--- src/rtl/pipe_sequencer_pkg.sv ---
// pipe_ctrl_pkg: shared types for the pipeline sequencer (stage metadata, action codes, bubble)
package pipe_ctrl_pkg;
  localparam int RA_W = 5;
  typedef struct packed {
    logic            valid;
    logic [RA_W-1:0] rd;
    logic [RA_W-1:0] adr1;
    logic [RA_W-1:0] adr2;
    logic            rs1_used;
    logic            rs2_used;
    logic            regWrite;
    logic            is_load;
  } stage_meta_t;
  typedef enum logic [1:0] {ACT_RUN, ACT_LUSE, ACT_FLUSH, ACT_BUSY} pipe_act_e;
  localparam stage_meta_t BUBBLE = '0;
endpackage

--- src/rtl/pipe_sequencer_if.sv ---
// pipe_sequencer_if: decode/hazard inputs and enable/valid/metadata outputs of pipe_sequencer
// master: decoder + hazard unit side (drives if_valid, de_*, load_use_haz, flush, mem_busy)
// slave : the sequencer (drives *_we, *_valid, ex_/mem_/wb_ metadata, retire, cnt_*)
interface pipe_sequencer_if #(
  parameter int RA_W  = pipe_ctrl_pkg::RA_W,
  parameter int CNT_W = 32
);
  logic            if_valid;
  logic [RA_W-1:0] de_rd, de_adr1, de_adr2;
  logic            de_regWrite, de_rs1_used, de_rs2_used, de_is_load;
  logic            load_use_haz, flush, mem_busy;
  logic            pc_we, ifde_we, deex_we, exmem_we, memwb_we;
  logic            ifde_valid, ex_valid, mem_valid, wb_valid;
  logic [RA_W-1:0] ex_rd, ex_adr1, ex_adr2, mem_rd, wb_rd;
  logic            ex_rs1_used, ex_rs2_used, ex_is_load, mem_regWrite, wb_regWrite;
  logic            retire;
  logic [CNT_W-1:0] cnt_retired, cnt_stall, cnt_flush;
  modport master (
    output if_valid, de_rd, de_adr1, de_adr2, de_regWrite, de_rs1_used, de_rs2_used, de_is_load,
           load_use_haz, flush, mem_busy,
    input  pc_we, ifde_we, deex_we, exmem_we, memwb_we, ifde_valid, ex_valid, mem_valid, wb_valid,
           ex_rd, ex_adr1, ex_adr2, mem_rd, wb_rd, ex_rs1_used, ex_rs2_used, ex_is_load,
           mem_regWrite, wb_regWrite, retire, cnt_retired, cnt_stall, cnt_flush
  );
  modport slave (
    input  if_valid, de_rd, de_adr1, de_adr2, de_regWrite, de_rs1_used, de_rs2_used, de_is_load,
           load_use_haz, flush, mem_busy,
    output pc_we, ifde_we, deex_we, exmem_we, memwb_we, ifde_valid, ex_valid, mem_valid, wb_valid,
           ex_rd, ex_adr1, ex_adr2, mem_rd, wb_rd, ex_rs1_used, ex_rs2_used, ex_is_load,
           mem_regWrite, wb_regWrite, retire, cnt_retired, cnt_stall, cnt_flush
  );
endinterface

--- src/rtl/pipe_sequencer_perf_counters.sv ---
// pipe_perf_counters: retired/stall/flush event counters, wrapping modulo 2^CNT_W
// ports: clk, rst_n (sync, active-low), i_retire/i_stall/i_flush event strobes,
//        o_retired/o_stall/o_flush counter values
module pipe_perf_counters #(
  parameter int CNT_W = 32
) (
  input  logic             clk,
  input  logic             rst_n,
  input  logic             i_retire,
  input  logic             i_stall,
  input  logic             i_flush,
  output logic [CNT_W-1:0] o_retired,
  output logic [CNT_W-1:0] o_stall,
  output logic [CNT_W-1:0] o_flush
);
  logic [CNT_W-1:0] r_retired, r_stall, r_flush;
  always_ff @(posedge clk) begin
    if (!rst_n) begin
      r_retired <= '0;
      r_stall   <= '0;
      r_flush   <= '0;
    end else begin
      r_retired <= r_retired + CNT_W'(i_retire);
      r_stall   <= r_stall + CNT_W'(i_stall);
      r_flush   <= r_flush + CNT_W'(i_flush);
    end
  end
  assign o_retired = r_retired;
  assign o_stall   = r_stall;
  assign o_flush   = r_flush;
endmodule

--- src/rtl/pipe_sequencer.sv ---
// pipe_sequencer: pipeline write enables, stage valids and DE->EX->MEM->WB metadata shadow
// ports: CLK, RST_N (sync, active-low), bus (pipe_sequencer_if.slave)
// config: PIPE_PERF_CNT_EN builds the performance counters; otherwise cnt_* read 0
module pipe_sequencer
  import pipe_ctrl_pkg::*;
#(
  parameter int CNT_W = 32
) (
  input  logic          CLK,
  input  logic          RST_N,
  pipe_sequencer_if.slave bus
);
  pipe_act_e   w_act;
  stage_meta_t w_de, r_ex, r_mem, r_wb;
  logic        r_ifde_valid, w_back, w_front;
  always_comb w_act = bus.mem_busy ? ACT_BUSY : bus.flush ? ACT_FLUSH : bus.load_use_haz ? ACT_LUSE : ACT_RUN;
  // an empty IF/DE slot enters EX as a clean bubble so downstream metadata is always zero when invalid
  assign w_de = r_ifde_valid ? {1'b1, bus.de_rd, bus.de_adr1, bus.de_adr2, bus.de_rs1_used,
                                bus.de_rs2_used, bus.de_regWrite, bus.de_is_load} : BUBBLE;
  assign w_back  = RST_N && w_act != ACT_BUSY;
  assign w_front = w_back && w_act != ACT_LUSE;
  always_ff @(posedge CLK) begin
    if (!RST_N) begin
      r_ifde_valid <= 1'b0;
      r_ex         <= BUBBLE;
      r_mem        <= BUBBLE;
      r_wb         <= BUBBLE;
    end else if (w_act != ACT_BUSY) begin
      r_ifde_valid <= w_act == ACT_FLUSH ? 1'b0 : w_act == ACT_LUSE ? r_ifde_valid : bus.if_valid;
      r_ex         <= w_act == ACT_RUN ? w_de : BUBBLE;
      r_mem        <= r_ex;
      r_wb         <= r_mem;
    end
  end
  assign bus.pc_we        = w_front;
  assign bus.ifde_we      = w_front;
  assign bus.deex_we      = w_back;
  assign bus.exmem_we     = w_back;
  assign bus.memwb_we     = w_back;
  assign bus.ifde_valid   = r_ifde_valid;
  assign bus.ex_valid     = r_ex.valid;
  assign bus.mem_valid    = r_mem.valid;
  assign bus.wb_valid     = r_wb.valid;
  assign bus.ex_rd        = r_ex.rd;
  assign bus.ex_adr1      = r_ex.adr1;
  assign bus.ex_adr2      = r_ex.adr2;
  assign bus.ex_rs1_used  = r_ex.valid & r_ex.rs1_used;
  assign bus.ex_rs2_used  = r_ex.valid & r_ex.rs2_used;
  assign bus.ex_is_load   = r_ex.valid & r_ex.is_load;
  assign bus.mem_rd       = r_mem.rd;
  assign bus.wb_rd        = r_wb.rd;
  assign bus.mem_regWrite = r_mem.valid & r_mem.regWrite;
  assign bus.wb_regWrite  = r_wb.valid & r_wb.regWrite;
  assign bus.retire       = RST_N & r_wb.valid & ~bus.mem_busy;
`ifdef PIPE_PERF_CNT_EN
  pipe_perf_counters #(.CNT_W(CNT_W)) u_cnt (
    .clk      (CLK),
    .rst_n    (RST_N),
    .i_retire (bus.retire),
    .i_stall  (w_act == ACT_LUSE || w_act == ACT_BUSY),
    .i_flush  (w_act == ACT_FLUSH),
    .o_retired(bus.cnt_retired),
    .o_stall  (bus.cnt_stall),
    .o_flush  (bus.cnt_flush)
  );
`else
  assign bus.cnt_retired = {CNT_W{1'b0}};
  assign bus.cnt_stall   = {CNT_W{1'b0}};
  assign bus.cnt_flush   = {CNT_W{1'b0}};
`endif
endmodule

--- src/flat_wrapper.sv ---
// flat-port wrapper written by rule: the top's interface ports become plain ports
module pipe_sequencer_flat import pipe_ctrl_pkg::*;
#(
  parameter int CNT_W = 32
)
  (CLK, RST_N, bus_if_valid, bus_de_rd, bus_de_adr1, bus_de_adr2, bus_de_regWrite, bus_de_rs1_used, bus_de_rs2_used, bus_de_is_load, bus_load_use_haz, bus_flush, bus_mem_busy, bus_pc_we, bus_ifde_we, bus_deex_we, bus_exmem_we, bus_memwb_we, bus_ifde_valid, bus_ex_valid, bus_mem_valid, bus_wb_valid, bus_ex_rd, bus_ex_adr1, bus_ex_adr2, bus_mem_rd, bus_wb_rd, bus_ex_rs1_used, bus_ex_rs2_used, bus_ex_is_load, bus_mem_regWrite, bus_wb_regWrite, bus_retire, bus_cnt_retired, bus_cnt_stall, bus_cnt_flush);
  pipe_sequencer_if #(.RA_W(5), .CNT_W(CNT_W)) bus_i ();
  input  logic CLK;
  input  logic RST_N;
  input wire logic [$bits(bus_i.if_valid)-1:0] bus_if_valid;
  input wire logic [$bits(bus_i.de_rd)-1:0] bus_de_rd;
  input wire logic [$bits(bus_i.de_adr1)-1:0] bus_de_adr1;
  input wire logic [$bits(bus_i.de_adr2)-1:0] bus_de_adr2;
  input wire logic [$bits(bus_i.de_regWrite)-1:0] bus_de_regWrite;
  input wire logic [$bits(bus_i.de_rs1_used)-1:0] bus_de_rs1_used;
  input wire logic [$bits(bus_i.de_rs2_used)-1:0] bus_de_rs2_used;
  input wire logic [$bits(bus_i.de_is_load)-1:0] bus_de_is_load;
  input wire logic [$bits(bus_i.load_use_haz)-1:0] bus_load_use_haz;
  input wire logic [$bits(bus_i.flush)-1:0] bus_flush;
  input wire logic [$bits(bus_i.mem_busy)-1:0] bus_mem_busy;
  output wire logic [$bits(bus_i.pc_we)-1:0] bus_pc_we;
  output wire logic [$bits(bus_i.ifde_we)-1:0] bus_ifde_we;
  output wire logic [$bits(bus_i.deex_we)-1:0] bus_deex_we;
  output wire logic [$bits(bus_i.exmem_we)-1:0] bus_exmem_we;
  output wire logic [$bits(bus_i.memwb_we)-1:0] bus_memwb_we;
  output wire logic [$bits(bus_i.ifde_valid)-1:0] bus_ifde_valid;
  output wire logic [$bits(bus_i.ex_valid)-1:0] bus_ex_valid;
  output wire logic [$bits(bus_i.mem_valid)-1:0] bus_mem_valid;
  output wire logic [$bits(bus_i.wb_valid)-1:0] bus_wb_valid;
  output wire logic [$bits(bus_i.ex_rd)-1:0] bus_ex_rd;
  output wire logic [$bits(bus_i.ex_adr1)-1:0] bus_ex_adr1;
  output wire logic [$bits(bus_i.ex_adr2)-1:0] bus_ex_adr2;
  output wire logic [$bits(bus_i.mem_rd)-1:0] bus_mem_rd;
  output wire logic [$bits(bus_i.wb_rd)-1:0] bus_wb_rd;
  output wire logic [$bits(bus_i.ex_rs1_used)-1:0] bus_ex_rs1_used;
  output wire logic [$bits(bus_i.ex_rs2_used)-1:0] bus_ex_rs2_used;
  output wire logic [$bits(bus_i.ex_is_load)-1:0] bus_ex_is_load;
  output wire logic [$bits(bus_i.mem_regWrite)-1:0] bus_mem_regWrite;
  output wire logic [$bits(bus_i.wb_regWrite)-1:0] bus_wb_regWrite;
  output wire logic [$bits(bus_i.retire)-1:0] bus_retire;
  output wire logic [$bits(bus_i.cnt_retired)-1:0] bus_cnt_retired;
  output wire logic [$bits(bus_i.cnt_stall)-1:0] bus_cnt_stall;
  output wire logic [$bits(bus_i.cnt_flush)-1:0] bus_cnt_flush;
  assign bus_i.if_valid = bus_if_valid;
  assign bus_i.de_rd = bus_de_rd;
  assign bus_i.de_adr1 = bus_de_adr1;
  assign bus_i.de_adr2 = bus_de_adr2;
  assign bus_i.de_regWrite = bus_de_regWrite;
  assign bus_i.de_rs1_used = bus_de_rs1_used;
  assign bus_i.de_rs2_used = bus_de_rs2_used;
  assign bus_i.de_is_load = bus_de_is_load;
  assign bus_i.load_use_haz = bus_load_use_haz;
  assign bus_i.flush = bus_flush;
  assign bus_i.mem_busy = bus_mem_busy;
  assign bus_pc_we = bus_i.pc_we;
  assign bus_ifde_we = bus_i.ifde_we;
  assign bus_deex_we = bus_i.deex_we;
  assign bus_exmem_we = bus_i.exmem_we;
  assign bus_memwb_we = bus_i.memwb_we;
  assign bus_ifde_valid = bus_i.ifde_valid;
  assign bus_ex_valid = bus_i.ex_valid;
  assign bus_mem_valid = bus_i.mem_valid;
  assign bus_wb_valid = bus_i.wb_valid;
  assign bus_ex_rd = bus_i.ex_rd;
  assign bus_ex_adr1 = bus_i.ex_adr1;
  assign bus_ex_adr2 = bus_i.ex_adr2;
  assign bus_mem_rd = bus_i.mem_rd;
  assign bus_wb_rd = bus_i.wb_rd;
  assign bus_ex_rs1_used = bus_i.ex_rs1_used;
  assign bus_ex_rs2_used = bus_i.ex_rs2_used;
  assign bus_ex_is_load = bus_i.ex_is_load;
  assign bus_mem_regWrite = bus_i.mem_regWrite;
  assign bus_wb_regWrite = bus_i.wb_regWrite;
  assign bus_retire = bus_i.retire;
  assign bus_cnt_retired = bus_i.cnt_retired;
  assign bus_cnt_stall = bus_i.cnt_stall;
  assign bus_cnt_flush = bus_i.cnt_flush;
  pipe_sequencer #(.CNT_W(CNT_W)) u_core (.CLK(CLK), .RST_N(RST_N), .bus(bus_i));
endmodule
--- config.mk ---
export PLATFORM = sky130hd
export DESIGN_NAME = pipe_sequencer_flat
export DESIGN_NICKNAME = d
export VERILOG_FILES = /design/src/rtl/pipe_sequencer_pkg.sv /design/src/rtl/pipe_sequencer_if.sv /design/src/rtl/pipe_sequencer_perf_counters.sv /design/src/rtl/pipe_sequencer.sv /design/src/flat_wrapper.sv
export SDC_FILE = /design/constraint.sdc
export NUM_CORES = 1
export LEC_CHECK = 0
export ABC_CLOCK_PERIOD_IN_PS = 2400
export CAP_MARGIN = 10
export CORE_UTILIZATION = 38
export DETAILED_ROUTE_END_ITERATION = 7
export PLACE_DENSITY_LB_ADDON = 0.3
export SETUP_SLACK_MARGIN = 0.5
export SYNTH_ARGS = -nofsm -noshare
export SYNTH_HDL_FRONTEND = slang
export SYNTH_SLANG_ARGS = --single-unit
--- constraint.sdc ---
create_clock -name CLK -period 2.4 [get_ports CLK]
set_clock_uncertainty 0.1 [all_clocks]
set_input_delay 0.48 -clock CLK [delete_from_list [all_inputs] [get_ports CLK]]
set_output_delay 0.48 -clock CLK [all_outputs]
set_load 0.03 [all_outputs]
After elaboration in Yosys (flattened, before gate mapping)
Index checks and enable logic that the tools add are counted. Widths: inputs -> output; s select.

Eq/ne operators: 5. Reduce and logical (&&, ||, !) cells: 4. Mux-type cells: 7. Bitwise gates (word level): 8.

Operator list (count): $mux 20 (2); $and 1x1->1 (7); $mux 2 (2); $ne 2x1->1 const B (2); $mux 1 (3); $eq 2x1->1 const B (1); $eq 2x2->1 const B (1); $logic_and 1x1->1 (2); $logic_not 2->1 (1); $ne 2x2->1 const B (1); $reduce_and 2->1 (1); $not 1->1 (1).

Word-level logic and storage cells: 39. Register bits after elaboration: 35. Output and inout bits: 136.

Logic depth before layout (Yosys ltp)
Gate-level depths: netlist of the first run.

Word-level depth: 6. Mapped depth: 5. Mapped depth without buffers: 3.

Worst setup path before layout of the first run
Ideal clock, no wire load.

Kind: input to output. Start point: in bus_mem_busy. End point: out bus_pc_we. Data required time: 1.820 ns. Slack: 0.386 ns. Data arrival time: 1.434 ns. Cell stages on the path: 3. Cells stage by stage: nand2b_2 -> nor2_1 -> buf_4.

Longest elaborated chain between the ends: 4. Elaborated cells between the ends (all ways): 5.

Ends and longest elaborated chain: from (decl) (line flat_wrapper.sv:20) `input wire logic [$bits(bus_i.mem_busy)-1:0] bus_mem_busy;`; $mux 2 (*) (line pipe_sequencer.sv:16) `always_comb w_act = bus.mem_busy ? ACT_BUSY : bus.flush ? ACT_FLUSH : bus.load_use_haz ? ACT_LUSE : ACT_RUN;`; $ne 2x2->1 (line pipe_sequencer.sv:20) `assign w_back = RST_N && w_act != ACT_BUSY;`; $logic_and 1x1->1 (line pipe_sequencer.sv:20); $logic_and 1x1->1 (*) (line pipe_sequencer.sv:21) `assign w_front = w_back && w_act != ACT_LUSE;`; to (decl) (line flat_wrapper.sv:21) `output wire logic [$bits(bus_i.pc_we)-1:0] bus_pc_we;`.

Mark *: on every way between the ends. The rest lies on a longest branch, timed or not.

Worst setup path in the final report of the first run
Start point: in bus_mem_busy. End point: out bus_ifde_we.

Longest elaborated chain between the ends: 4. Elaborated cells between the ends (all ways): 5.

Ends and longest elaborated chain: $mux 2 (*) (line pipe_sequencer.sv:16); $ne 2x2->1 (line pipe_sequencer.sv:20); $logic_and 1x1->1 (line pipe_sequencer.sv:20); $logic_and 1x1->1 (*) (line pipe_sequencer.sv:21); to (decl) (line flat_wrapper.sv:22) `output wire logic [$bits(bus_i.ifde_we)-1:0] bus_ifde_we;`.

Marks and branches as above.

==> results.ini, run 1 <==
[floorplanning]
die_area_sq_um=6180
floorplan_die_height_um=78.6
die_width_um=78.6
initial_core_utilization_pct=40.0
core-area_sq_um=5570
placementRows=27
design.portCount=161

[final_layout]
drive_gt1_share_pct=16.0
num-nets-final=299
seq_area_sq_um=701
design_area_sq_um=2510
n_antenna_cell=0
multi_input_comb_area_sq_um=925
fillCellCount=542
layout-area-overhead-vs-synth_pct=12.5

[clock_tree]
numClockSinks=35
tritoncts=built
numCtsBuffers=5
clock_pin_transition_on_the_worst_setup_and_hold_timing_paths_ps=70
cts_htree_levels=2
ctsRootBufferMaster=sky130_fd_sc_hd__clkbuf_8
clk_latency_ps=280
cts_max_path_buffers=2
hold_buffers=0

[global_route]
grt_first_pass_wirelength_mm=5.22
track_usage_pct=11.3
total_global_routing_overflow=0
grt_pass1_vias=1058
grt_start_max_net_pins=20
grt_antenna_before_repair=0

[detailed_routing]
drc=0
route.final.wire_length_mm=3.44
wl_per_cell_um=9.93
detailedRoute.firstIterationViolations=25
drt_first_pass_iters=3
vias_per_cell=3.70
vias=1283
ant_nets=0

[critical_path]
worst_setup_path_start_kind=input pin
cp_max_fo=3
max_stage_delay_ps=240
most_used_cell_along_the_critical_path=sky130_fd_sc_hd__buf_4
reg2reg_from=u_core.bus.ifde_valid$_SDFFE_PN0P_
critPathRequiredTime_ps=1820
reg2regPathDepth=3
arrival_ps=1260
setup.reg_to_reg.worst_slack_ps=990
crit_path_top_delay_cell=sky130_fd_sc_hd__dlygate4sd2_1
crit_chain=dlygate4sd2_1, nand2b_4, buf_4, nor2_4, buf_4
critical_path.reg2reg.endpoint=u_core.r_ex[3]$_SDFFE_PN0P_
timing.setup.critical_path_class=input pin to primary output
crit_path_end_kind=primary output

[synthesis]
synth_commonest_cells=sky130_fd_sc_hd__buf_4 (125), sky130_fd_sc_hd__dfxtp_1 (35), sky130_fd_sc_hd__a22o_2 (19)
syn-instance-count=232
yosysSeqAreaShare_pct=31.4
synth_edf_count=0
yosys_warnings=0
post_synth_main_area_contributors=sky130_fd_sc_hd__buf_4 (42%), sky130_fd_sc_hd__dfxtp_1 (31%), sky130_fd_sc_hd__a22o_2 (8.5%), sky130_fd_sc_hd__mux2i_1 (6.3%), sky130_fd_sc_hd__nor2b_1 (3.9%)
yosysTopAreaCell=sky130_fd_sc_hd__buf_4
postSynth.asyncResetShare_pct=0
synth_area_sq_um=2230
synth.most_common_cell=sky130_fd_sc_hd__buf_4
netlist.area_leader.share_pct=42.0
yosysUniqueCellTypes=20
post_synth.cell_area_avg_sq_um=9.62
synth_seq_cells=35
ys.flop_type=sky130_fd_sc_hd__dfxtp_1

[sta]
timing_limited_maximum_frequency_mhz=544
fin_crit_period_ps=1840
setup_repair_after_global_routing_missed_its_margin=no
final.period_utilization_pct=76.5
setup_viol=0
final.setup.tns_ps=0
final-hold-violation-count=0
drv_slew=0

[place]
placed_area_sq_um=2360
dp_hpwl_mm=2.50
gp_routability_congestion=0.625
place.port_buffers=64

[min_path]
worstHoldStart=u_core.bus.ex_adr1[4]$_SDFFE_PN0P_
hold_depth=1
worstHoldEndpoint=u_core.bus.ex_adr1[4]$_SDFFE_PN0P_
hold_path.class=flop to flop

[run_status]
outcome=completed

[run]
cap_violations=0

[pwr]
cellPowerDensity_nw_per_um2=569
power.leakage_nw=1.50
ir_drop_mv=0.238

## power breakdown
group	leakage [nW]	internal, mW	switching [mW]
sequential	0.282	0.582	0.000940
combinational	1.15	0.0583	0.240
clock	0.0612	0.336	0.211
total	1.50	0.976	0.452
## stage by stage
step                      hold WS (ps)  setup WS, ps  total power [mW]  util, %  std cells
final                              373           563              1.43     45.1        347
after global routing               385           517              1.49     45.1        347
after CTS                          377           502              1.45     44.5        347
after detailed placement           361           235             0.890     42.4        337
after global placement             357           239             0.889     42.4        337
after floorplan                    340           500             0.958        -        327
## layer usage
metal,wire length (um),GRT usage (%)
met1,1370,12.5
met4,57,5.56
met3,325,5.00
met2,1690,18.2
met5,0,0
## critical path, delay by kind of cell
family,cells,cell delay [ps]
buffers and inverters,3,540
AND/OR/NAND/NOR,2,230
## registers in the layout, summed over array words and instances, names as in the netlist, 4 cells and up
name / cells
u_core.bus.ex_adr2: 5
u_core.bus.wb_rd: 5
u_core.bus.ex_adr1: 5
u_core.bus.mem_rd: 5
u_core.bus.ex_rd: 5
u_core.r_ex: 4
## area by class of cell
class                           instances  share of cell area (%)
Clock inverter                          2                    1.40
Multi-Input combinational cell        161                    36.8
Tap cell                               72                    3.59
Sequential cell                        35                    27.9
Clock buffer                            6                    3.29
Timing Repair Buffer                   70                    26.9
Inverter                                1                   0.149
## worst max-delay path by stage
stage | startpoint | end | slack, ps | cells past startpoint
final | bus_mem_busy | bus_ifde_we | 560 | 5
after global routing | u_core.bus.ex_valid$_SDFFE_PN0P_ | bus_ex_rs1_used | 520 | 2
after CTS | u_core.bus.ex_adr1[3]$_SDFFE_PN0P_ | bus_ex_adr1[3] | 500 | 1
after detailed placement | bus_mem_busy | bus_retire | 240 | 5
after global placement | bus_mem_busy | bus_retire | 240 | 5
after floorplan | bus_mem_busy | bus_retire | 500 | 3
## cell families (layout without fill, tap and decap cells)
group | Yosys count | in the layout | share of synthesized area [%]
flops | 35 | 35 | 31.4
mux | 14 | 14 | 6.28
simple gates | 29 | 29 | 9.14
compound gates | 22 | 22 | 9.30
buf+inv | 131 | 79 | 43.7
other cells | 1 | 96 | 0.168
## cells in the final DEF, fill, tap and decap left out
cell / count
sky130_fd_sc_hd__mux2i_1: 14
sky130_fd_sc_hd__clkdlybuf4s50_1: 20
sky130_fd_sc_hd__and2_1: 8
sky130_fd_sc_hd__o21ai_0: 2
sky130_fd_sc_hd__nor2_4: 1
sky130_fd_sc_hd__inv_1: 1
sky130_fd_sc_hd__and2b_2: 1
sky130_fd_sc_hd__nand2b_4: 1
sky130_fd_sc_hd__dfxtp_1: 35
sky130_fd_sc_hd__or3b_4: 1
sky130_fd_sc_hd__nor2b_1: 14
sky130_fd_sc_hd__clkinv_2: 1
sky130_fd_sc_hd__conb_1: 96
sky130_fd_sc_hd__buf_6: 1
sky130_fd_sc_hd__a21boi_1: 1
sky130_fd_sc_hd__nor2_8: 1
sky130_fd_sc_hd__dlygate4sd2_1: 24
sky130_fd_sc_hd__dlymetal6s2s_1: 12
sky130_fd_sc_hd__clkbuf_8: 6
sky130_fd_sc_hd__buf_4: 11
sky130_fd_sc_hd__clkdlybuf4s15_1: 2
sky130_fd_sc_hd__or4b_1: 1
sky130_fd_sc_hd__nand2_1: 1
sky130_fd_sc_hd__a22o_2: 19
sky130_fd_sc_hd__bufinv_16: 1
## what timing repair did
action / 4_1_cts / 5_1_grt
endpoints found under the setup margin: 28 / 14
gates resized for setup: 29 / 14
pin swaps: 1 / 0
setup buffers: 2 / 0
(Power assumes the default switching activity.)
==> run 2, diff against run 1 <==
Settings changed: ABC_CLOCK_PERIOD_IN_PS 2400 to 1800, CORE_UTILIZATION 38 to 35.
Clock period 2.4 ns to 1.8 ns, I/O delays scaled along.
==> results.ini, run 2 (same netlist as run 1, synthesis figures left out) <==
[run_status]
outcome=completed

[floorplanning]
die_area_sq_um=6700
floorplan_die_height_um=81.9
die_width_um=81.9
placementRows=28
initial_core_utilization_pct=37.0
design.portCount=161
core-area_sq_um=6030

[global_route]
grt_antenna_before_repair=0
grt_start_max_net_pins=20
total_global_routing_overflow=0
track_usage_pct=10.7
grt_first_pass_wirelength_mm=5.24
grt_pass1_vias=1042

[clock_tree]
cts_max_path_buffers=2
numCtsBuffers=5
ctsRootBufferMaster=sky130_fd_sc_hd__clkbuf_8
clock_pin_transition_on_the_worst_setup_and_hold_timing_paths_ps=60
tritoncts=built
clk_latency_ps=280
numClockSinks=35
cts_htree_levels=2
hold_buffers=0

[pwr]
ir_drop_mv=0.341
tot_pwr_mw=1.77
cellPowerDensity_nw_per_um2=642
power.leakage_nw=1.42

[run]
cap_violations=0

[final_layout]
most-common-layout-cells=sky130_fd_sc_hd__conb_1 (96), sky130_fd_sc_hd__buf_6 (24), sky130_fd_sc_hd__buf_4 (24), sky130_fd_sc_hd__clkdlybuf4s50_1 (20), sky130_fd_sc_hd__a22o_4 (18)
mostFrequentLayoutCell=sky130_fd_sc_hd__conb_1
num-nets-final=306
final_core_util_pct=45.8
drive_gt1_share_pct=40.9
layout-area-overhead-vs-synth_pct=23.5
n_antenna_cell=0

[sta]
final.setup.tns_ps=0
setup_viol=0
final-hold-violation-count=0
setup_repair_after_global_routing_missed_its_margin=yes
final.period_utilization_pct=79.7
timing_limited_maximum_frequency_mhz=697
drv_slew=0
fin_crit_period_ps=1430

[critical_path]
crit_path_end_kind=primary output
critPathRequiredTime_ps=1340
critPathTopFamily=simple AND/OR/NAND/NOR gates
worst_setup_path_start_kind=input pin
path_buf_inv=2
cp_max_fo=3
critical_path.reg2reg.endpoint=u_core.bus.ex_rd[3]$_SDFFE_PN0P_
reg2regPathDepth=4
timing.setup.critical_path_class=input pin to primary output
reg2reg_from=u_core.bus.ifde_valid$_SDFFE_PN0P_
max_stage_delay_ps=240
crit_path_top_delay_cell=sky130_fd_sc_hd__and2b_2
crit_chain=buf_2, and2b_2, nor2_4, buf_6
arrival_ps=970
setup.reg_to_reg.worst_slack_ps=430

[detailed_routing]
drc=0
route.final.wire_length_mm=3.68
vias=1317
detailedRoute.firstIterationViolations=21
ant_nets=0
vias_per_cell=3.70
drt_first_pass_iters=3
wl_per_cell_um=10.3

[min_path]
hold_path.class=input pin to flop
worstHoldStart=bus_load_use_haz
worstHoldEndpoint=u_core.bus.ifde_valid$_SDFFE_PN0P_
hold_depth=3

[place]
dp_hpwl_mm=2.56
place.port_buffers=64
gp_routability_congestion=0.609

==> run 2: worst max-delay path by stage <==
stage / startpoint / endpoint / cells after the start
global route: bus_mem_busy / bus_pc_we / 5
CTS: bus_mem_busy / bus_pc_we / 5
floorplan: bus_mem_busy / bus_retire / 3
detailed placement: bus_mem_busy / bus_retire / 5
global placement: bus_mem_busy / bus_retire / 5
finish: bus_flush / bus_pc_we / 4
==> run 2: per-stage QoR <==
step	hold slack (ps)	worst slack (ps)	cell area, sq um	std cells
after floorplan	348	356	2700	327
after global placement	354	-513	2520	344
after detailed placement	359	-505	2520	344
after CTS	252	365	2650	356
after global routing	268	336	2760	356
final	261	365	2760	356
==> run 2: power breakdown <==
group	switching [mW]	leakage [nW]	total, mW	internal, mW
Clock	0.271	0.0470	0.571	0.300
Combinational	0.332	1.08	0.425	0.0932
Sequential	0.00156	0.292	0.775	0.773
Total	0.604	1.42	1.77	1.17
==> run 2: layout make-up <==
type / instances / area (sq um)
Clock buffer: 6 / 82.6
Clock inverter: 1 / 5.00
Fill cell: 578 / 3270
Inverter: 1 / 7.51
Multi-Input combinational cell: 161 / 1080
Sequential cell: 35 / 729
Tap cell: 75 / 93.8
Timing Repair Buffer: 77 / 761
==> run 2: timing repair <==
| item | CTS | global route |
|---|---|---|
| cloned | 1 | 0 |
| resized for setup | 251 | 44 |
| endpoints found under the setup margin | 75 | 53 |
| buffers inserted | 4 | 0 |
| endpoints found under the hold margin | 0 | 0 |
| pin swaps | 4 | 8 |
==> run 2: layer usage <==
metal | GRT usage, % | vias to the layer above | routed length [um]
li1 | - | 632 | -
met1 | 13.0 | 590 | 1520
met2 | 16.6 | 93 | 1780
met3 | 4.44 | 2 | 363
met4 | 4.21 | 0 | 15
met5 | 0 | - | 0
==> run 2: worst register-to-register path: cells and delay by family (launching register included) <==
kind | cells | cell delay [ps]
buf+inv | 1 | 160
flops | 1 | 350
simple gates | 2 | 570
compound gates | 1 | 140
==> run 3, diff against run 2 <==
Settings changed: ABC_CLOCK_PERIOD_IN_PS 1800 to 1250, CORE_UTILIZATION 35 to 32.
Clock period 1.8 ns to 1.25 ns, I/O delays scaled along.
==> results.ini, run 3 (same netlist as run 1, synthesis figures left out) <==
[sta]
fin_crit_period_ps=1300
setup_viol=22
drv_slew=0
finalWorstSetupSlack_ps=-52.3
setup_repair_after_global_routing_missed_its_margin=yes
final.setup.tns_ps=-802
timing_limited_maximum_frequency_mhz=768
final.period_utilization_pct=104
final-hold-violation-count=0

[critical_path]
cp_max_fo=12
arrival_ps=1430
worst_setup_path_startpoint=u_core.bus.ifde_valid$_SDFFE_PN0P_
reg2reg_from=u_core.bus.ifde_valid$_SDFFE_PN0P_
critPathRequiredTime_ps=1380
crit_path_end_kind=flop
worst_setup_path_start_kind=flop
setup.reg_to_reg.worst_slack_ps=-50
timing.setup.critical_path_class=flop to flop
critical_path.reg2reg.endpoint=u_core.r_ex[0]$_SDFFE_PN0P_
reg2regPathDepth=4

[clock_tree]
clock_pin_transition_on_the_worst_setup_and_hold_timing_paths_ps=70
tritoncts=built
ctsRootBufferMaster=sky130_fd_sc_hd__clkbuf_8
cts_max_path_buffers=2
clk_latency_ps=280
cts_htree_levels=2
numClockSinks=35
numCtsBuffers=5

[final_layout]
most-common-layout-cells=sky130_fd_sc_hd__conb_1 (96), sky130_fd_sc_hd__buf_6 (60), sky130_fd_sc_hd__dfxtp_2 (29), sky130_fd_sc_hd__clkdlybuf4s50_1 (19), sky130_fd_sc_hd__buf_4 (16)
multi_input_comb_area_sq_um=1000
fillCellCount=645
layout-area-overhead-vs-synth_pct=38.1
seq_area_sq_um=752
final_core_util_pct=45.6
num-nets-final=331
instances_no_fill=387
mostFrequentLayoutCell=sky130_fd_sc_hd__conb_1
n_antenna_cell=0
drive_gt1_share_pct=51.1

[min_path]
hold_path.class=input pin to flop
hold_depth=3
worstHoldStart=bus_flush
worstHoldEndpoint=u_core.bus.ifde_valid$_SDFFE_PN0P_

[floorplanning]
initial_core_utilization_pct=33.0
core-area_sq_um=6760
die_area_sq_um=7310
floorplan_die_height_um=85.5
design.portCount=161
die_width_um=85.5
placementRows=30

[pwr]
power.leakage_nw=1.53
cellPowerDensity_nw_per_um2=861
ir_drop_mv=0.329

[global_route]
track_usage_pct=9.89
grt_pass1_vias=1130
total_global_routing_overflow=0
grt_first_pass_wirelength_mm=5.72
grt_antenna_before_repair=0
grt_start_max_net_pins=19

[place]
gp_routability_congestion=0.707
place.port_buffers=64
dpl.cell_count=354
dp_hpwl_mm=2.73

[detailed_routing]
vias_per_cell=3.63
vias=1403
ant_nets=0
route.final.wire_length_mm=3.90
drt_first_pass_iters=4
drc=0
wl_per_cell_um=10.1
detailedRoute.firstIterationViolations=51

[run_status]
outcome=complete, but fails checks
violations=negative setup slack

[run]
cap_violations=0

## run 3: power breakdown
part | internal, mW | switching (mW)
registers | 1.11 | 0.00191
clock network | 0.502 | 0.398
logic | 0.165 | 0.480
## run 3: worst max-delay path, stage by stage (launching register included)
cell and delay, ps:
sky130_fd_sc_hd__dfxtp_4 340, sky130_fd_sc_hd__or3b_4 400, sky130_fd_sc_hd__nor2_8 130, sky130_fd_sc_hd__buf_12 140, sky130_fd_sc_hd__a22o_2 140
## run 3: per-layer routing
metal / up-vias / global-route usage, % / part of all wire [%] / wire length [um]
met5: - / 0 / 0 / 0
met4: 0 / 2.73 / 0.74 / 29
met3: 4 / 2.89 / 9.1 / 353
met2: 99 / 16.4 / 47 / 1850
met1: 625 / 12.5 / 43 / 1670
li1: 675 / - / - / -
## run 3: how the worst max path moves through the flow
stage	end	slack [ps]	cells past startpoint
finish	u_core.r_ex[0]$_SDFFE_PN0P_	-50	4
global route	u_core.bus.ex_adr1[4]$_SDFFE_PN0P_	-100	4
CTS	u_core.bus.ex_adr1[0]$_SDFFE_PN0P_	-60	4
detailed placement	u_core.bus.ex_rd[0]$_SDFFE_PN0P_	-440	5
global placement	u_core.bus.ex_rd[2]$_SDFFE_PN0P_	-470	5
floorplan	u_core.bus.ex_adr1[4]$_SDFFE_PN0P_	-120	4
## run 3: area by class of cell
class / instances / share of cell area (%)
inverter: 1 / 0.244
clock inverter: 1 / 0.203
clock buffer: 7 / 3.12
tap: 80 / 3.25
timing repair buffer: 102 / 36.2
multi-input combinational: 161 / 32.5
sequential: 35 / 24.4
## run 3: what timing repair did
item                                    in CTS  in global routing
cloned                                       1                  0
setup buffers                               18                  6
endpoints found under the setup margin      75                 74
pin swaps                                    3                  9
gates resized for setup                     85                 16
hold buffers                                 0                  0
endpoints found under the hold margin        0                  0
## run 3: per-stage QoR
| step | hold WS [ps] | power, mW | setup WS [ps] | area (sq um) |
|---|---|---|---|---|
| 3_5_place_dp | 354 | 1.73 | -443 | 2470 |
| 6_report | 135 | 2.66 | -52.3 | 3080 |
| 3_3_place_gp | 352 | 1.73 | -469 | 2470 |
| 5_1_grt | 127 | 2.78 | -103 | 3080 |
| 2_1_floorplan | 277 | 1.85 | -116 | 2780 |
| 4_1_cts | 119 | 2.68 | -60.9 | 2980 |
